`src/rtl/branch_resolve_unit.sv`:
```
// Branch resolve unit: evaluates branch conditions, detects mispredictions,
// holds a fetch redirect until it is consumed, trains a 2-bit-counter BHT and
// keeps branch / mispredict statistics.
module branch_resolve_unit #(
    parameter int AW        = 32,
    parameter int BHT_DEPTH = 64
) (
    input  logic          clk,
    input  logic          rst,
    input  logic          in_valid,
    output logic          in_ready,
    input  logic          in_branch,
    input  logic [2:0]    in_cond,
    input  logic          in_zf,
    input  logic          in_lf,
    input  logic [AW-1:0] in_pc,
    input  logic [AW-1:0] in_target,
    input  logic          in_pred_taken,
    input  logic [AW-1:0] in_pred_target,
    output logic          redirect_valid,
    output logic [AW-1:0] redirect_pc,
    input  logic          redirect_ready,
    output logic          flush,
    input  logic [AW-1:0] lu_pc,
    output logic          lu_taken,
    output logic [31:0]   branch_cnt,
    output logic [31:0]   mispred_cnt
);
    localparam int IW = $clog2(BHT_DEPTH);

    logic                          r_redirect_valid;
    logic [AW-1:0]                 r_redirect_pc;
    logic [BHT_DEPTH-1:0][1:0]     r_bht;
    logic [31:0]                   r_branch_cnt;
    logic [31:0]                   r_mispred_cnt;

    logic          w_accept;
    logic          w_cond_true;
    logic          w_taken;
    logic          w_mispred;
    logic [AW-1:0] w_next_pc;
    logic [IW-1:0] w_wr_idx;
    logic [IW-1:0] w_lu_idx;
    logic [1:0]    w_cur_ctr;
    logic [1:0]    w_new_ctr;
    logic          w_unused;

    // Decode the condition code against the compare flags.
    always_comb begin
        w_cond_true = 1'b1;
        case (in_cond)
            3'b001:  w_cond_true = in_zf;
            3'b010:  w_cond_true = !in_zf;
            3'b011:  w_cond_true = !in_lf;
            3'b100:  w_cond_true = !in_zf && !in_lf;
            3'b101:  w_cond_true = in_zf || in_lf;
            3'b110:  w_cond_true = in_lf;
            default: w_cond_true = 1'b1;
        endcase
    end

    // Resolve direction, correct next PC (pc+8 skips the delay slot) and
    // compare against the front-end prediction.
    always_comb begin
        w_accept  = in_valid && !r_redirect_valid;
        w_taken   = in_branch && w_cond_true;
        w_next_pc = w_taken ? in_target : in_pc + AW'(8);
        w_mispred = in_branch &&
                    ((w_taken != in_pred_taken) ||
                     (w_taken && in_pred_taken && (in_target != in_pred_target)));
    end

    // Saturating counter next value for the entry of the branch being resolved.
    always_comb begin
        w_wr_idx  = in_pc[IW+1:2];
        w_lu_idx  = lu_pc[IW+1:2];
        w_cur_ctr = r_bht[w_wr_idx];
        w_new_ctr = w_cur_ctr;
        if (w_taken) begin
            if (w_cur_ctr != 2'b11) w_new_ctr = w_cur_ctr + 2'b01;
        end else begin
            if (w_cur_ctr != 2'b00) w_new_ctr = w_cur_ctr - 2'b01;
        end
    end

    // Redirect register: set by a mispredicted accept, held until fetch consumes it.
    // New requests are blocked while it is pending, so set and clear never collide.
    always_ff @(posedge clk or posedge rst) begin
        if (rst) begin
            r_redirect_valid <= 1'b0;
            r_redirect_pc    <= '0;
        end else if (w_accept && w_mispred) begin
            r_redirect_valid <= 1'b1;
            r_redirect_pc    <= w_next_pc;
        end else if (r_redirect_valid && redirect_ready) begin
            r_redirect_valid <= 1'b0;
        end
    end

    // BHT training; all entries start weakly not-taken.
    always_ff @(posedge clk or posedge rst) begin
        if (rst) begin
            r_bht <= {BHT_DEPTH{2'b01}};
        end else if (w_accept && in_branch) begin
            r_bht[w_wr_idx] <= w_new_ctr;
        end
    end

    // Statistics counters, free-running with natural wrap.
    always_ff @(posedge clk or posedge rst) begin
        if (rst) begin
            r_branch_cnt  <= '0;
            r_mispred_cnt <= '0;
        end else if (w_accept && in_branch) begin
            r_branch_cnt <= r_branch_cnt + 32'd1;
            if (w_mispred) r_mispred_cnt <= r_mispred_cnt + 32'd1;
        end
    end

    // Output drive; lookup reads the registered table so an in-flight update
    // is not visible until the following cycle.
    always_comb begin
        in_ready       = !r_redirect_valid;
        redirect_valid = r_redirect_valid;
        redirect_pc    = r_redirect_pc;
        flush          = r_redirect_valid && redirect_ready;
        lu_taken       = r_bht[w_lu_idx][1];
        branch_cnt     = r_branch_cnt;
        mispred_cnt    = r_mispred_cnt;
    end

    // Lookup address bits outside the table index are intentionally ignored.
    assign w_unused = &{1'b0, lu_pc[AW-1:IW+2], lu_pc[1:0]};

endmodule

```
`config.mk`:
```
export PLATFORM = sky130hd
export DESIGN_NAME = branch_resolve_unit
export DESIGN_NICKNAME = d
export VERILOG_FILES = /design/src/rtl/branch_resolve_unit.sv
export SDC_FILE = /design/constraint.sdc
export NUM_CORES = 1
export LEC_CHECK = 0
export CAP_MARGIN = 20
export CORE_ASPECT_RATIO = 0.75
export CORE_MARGIN = 10
export CORE_UTILIZATION = 40
export DETAILED_ROUTE_END_ITERATION = 10
export PLACE_DENSITY = 0.76
export SYNTH_ARGS = -nofsm -noshare
export SYNTH_HDL_FRONTEND = slang
export SYNTH_SLANG_ARGS = --single-unit
```
`constraint.sdc`:
```
create_clock -name clk -period 8.92 [get_ports clk]
set_clock_uncertainty 0.15 [all_clocks]
set_input_delay 1.338 -clock clk [delete_from_list [all_inputs] [get_ports clk]]
set_output_delay 1.338 -clock clk [all_outputs]
set_load 0.02 [all_outputs]
```
==> impl_metrics.yaml <==
run_status:
  status: "complete, no violations"
clocking:
  post-cts-setup-buffers: 0
  hold_buffers: 0
  cts_buffer_depth: 3
  clk_pin_slew_ns: 0.06
  cts_buffers: 24
  cts.root.buffer_cell: "clkbuf_16"
  clkSinkCount: 225
  cts_resized: 0
  cts.htree.levels: 1
  cts_tree: "built"
  insertion_delay_ns: 0.52
detailed_routing:
  routedWlPerCell_um: 19.6
  dr.pass1.iters: 7
  via_count: 9454
  avgViaCountPerCell: 5.42
  ant_nets: 0
  drt-total-wl_mm: 34.2
  drc: 0
  first_iter_violations: 838
finish:
  syn_to_final_growth_pct: 26.8
  layout_common_cells: "239 x nand2_1, 210 x clkdlybuf4s50_1, 161 x dfrtp_1"
  drive_above_1_share_pct: 15.7
  final_area_um2: 15100
  finalNonFillerCells: 1743
  mostFrequentLayoutCell: "nand2_1"
  fin_util_pct: 51.8
  num_antenna_cells: 0
  nNetsFinal: 1481
yosys:
  seq_area_frac_synth_pct: 47.8
  synthCells: 1151
  synth_area_um2: 11900
  yosysWarningCount: 0
  synth_flop_cell: "dfrtp_1"
  ys_types: 51
  syn-num-nets: 1297
  async_flop_share_pct: 100
  synth_edf_count: 0
  synth.avg_cell_area_um2: 10.4
  ys_ff_latch: 225
worst_setup_path:
  critical_path_buf_inv_count: 2
  arrival_ns: 4.41
  cpPeakStageDelay_ns: 1.08
  crit_top_cell: "mux4_2"
  crit_chain: "clkdlybuf4s50_1 -> mux4_2 -> mux4_2 -> mux4_2 -> clkdlybuf4s50_1"
  crit_type: "input port to primary output"
  crit_slowest_cell: "clkdlybuf4s50_1"
  crit_fanout: 16
  r2r_cells: 8
  cp-start-kind: "input port"
  path_depth: 5
  cpLargestDelayFamily: "buffers and inverters"
  required_ns: 7.43
  critPathCaptureType: "primary output"
floorplanning:
  die_x_um: 220
  start_util_pct: 40.8
  io_pins: 239
  die_h_um: 170
  die-area_um2: 37200
  rows: 54
  core_um2: 29300
sta:
  max_freq_mhz: 170
  fin_tns_setup_ns: 0
  maxSlewHeadroom_pct: 29.6
  hold_viol_final: 0
  grt_setup_unrepaired: "no"
  period_share_pct: 66.1
  drv_slew: 0
  finalSetupViolCount: 0
  tightestPinTransition_ns: 1.05
  min_period_ns: 5.90
global_route:
  grt_use_total_pct: 17.9
  grt_pass1_wl_mm: 54.0
  antenna_found_initial: 0
  busiest_layer: "met2"
  gr-usage-met2_pct: 28.9
  grt_overflow: 0
  grt_pass1_vias: 9714
  grtUsageMet1_pct: 24.0
  use_met3_pct: 3.87
  grt_max_degree: 128
place:
  dpl.cell_count: 1701
  dp_hpwl_mm: 24.3
  io_buffers: 212
  placed_cell_area_um2: 14300
  finalWeightedCongestion: 0.887
hold_path:
  worstHoldPathType: "register to register"
  hold_depth: 2
power:
  powerDensity_nw_per_um2: 195
  p_leak_uw: 0.00594
  ir_worst_vdd_mv: 0.134
job:
  cap_viol_max_count: 0
==> tightest hold or removal path: stages, from the launching register on <==
cell and delay, ns:
dfstp_2 0.36, nand2_1 0.04, o21ai_1 0.05
==> area by class of cell <==
class                   instances  area, um^2
clock buffers                  32         702
repair buffers                226        2220
clock inverters                10         105
well taps                     392         490
fillers                      2562       14100
multi-input cells             841        5840
inverters                      17        71.3
flip-flops and latches        225        5710
==> sequential cells by signal (all words and copies together), names as in the netlist <==
signal	cells
redirect_valid	1
branch_cnt	32
r_bht	128
redirect_pc	32
mispred_cnt	32
==> kinds of logic (layout without fill, tap and decap cells) <==
family | after synthesis | after routing | synth area share [%]
AOI/OAI and AO/OA | 191 | 191 | 8.84
xor gates and xnor gates | 122 | 122 | 8.95
adders and majority gates | 8 | 8 | 0.828
buffers and inverters | 85 | 285 | 3.43
DFF | 225 | 225 | 47.8
muxes | 102 | 102 | 14.0
and+or+nand+nor | 418 | 418 | 16.1
==> where the power goes <==
part / leakage (uW) / switching, uW / internal [uW] / total (uW)
logic: 0.00276 / 360 / 322 / 682
clock network: 0.000398 / 417 / 608 / 1030
registers: 0.00278 / 89.3 / 1150 / 1240
==> routing by layer <==
metal  vias up  share of wire, %
met1      4646                43
met2       320                48
met5         -                 0
met4         0               2.0
met3        51               7.0
li1       4437                 -
==> stage by stage <==
step,hold WS (ns),total power (uW),worst slack (ns)
floorplan,0.290,1620,1.38
global placement,0.299,1930,3.01
detailed placement,0.304,1950,3.04
CTS,0.313,2980,3.01
global route,0.325,3090,2.97
finish,0.312,2950,3.02
==> cell usage after synthesis, types with 14 or more instances <==
library cell,instances,area share (%)
nand4_1,46,2.4
mux2i_1,20,1.7
nand3_1,26,1.1
and3_1,28,1.5
clkbuf_1,42,1.3
xnor2_1,98,7.2
o21ai_0,35,1.5
xor2_1,24,1.8
inv_1,16,0.50
o21ai_1,108,4.5
dfstp_2,64,14
mux4_2,49,9.2
dfrtp_1,161,34
a21oi_1,14,0.59
nand2_1,239,7.5
mux2_2,32,3.0
nor2_1,34,1.1
==> final timing paths <==
check                      startpoint         endpoint  slack [ns]
max in group asynchronous         rst        r_bht[77]        5.48
setup / recovery             lu_pc[3]         lu_taken        3.02
hold / removal             r_bht[102]       r_bht[102]        0.31
hold reg to reg            r_bht[102]       r_bht[102]        0.31
setup reg to reg           r_bht[111]        r_bht[17]        5.59
min in group asynchronous         rst  redirect_pc[28]        1.30
No activity file was read; power rests on OpenSTA's default activity.
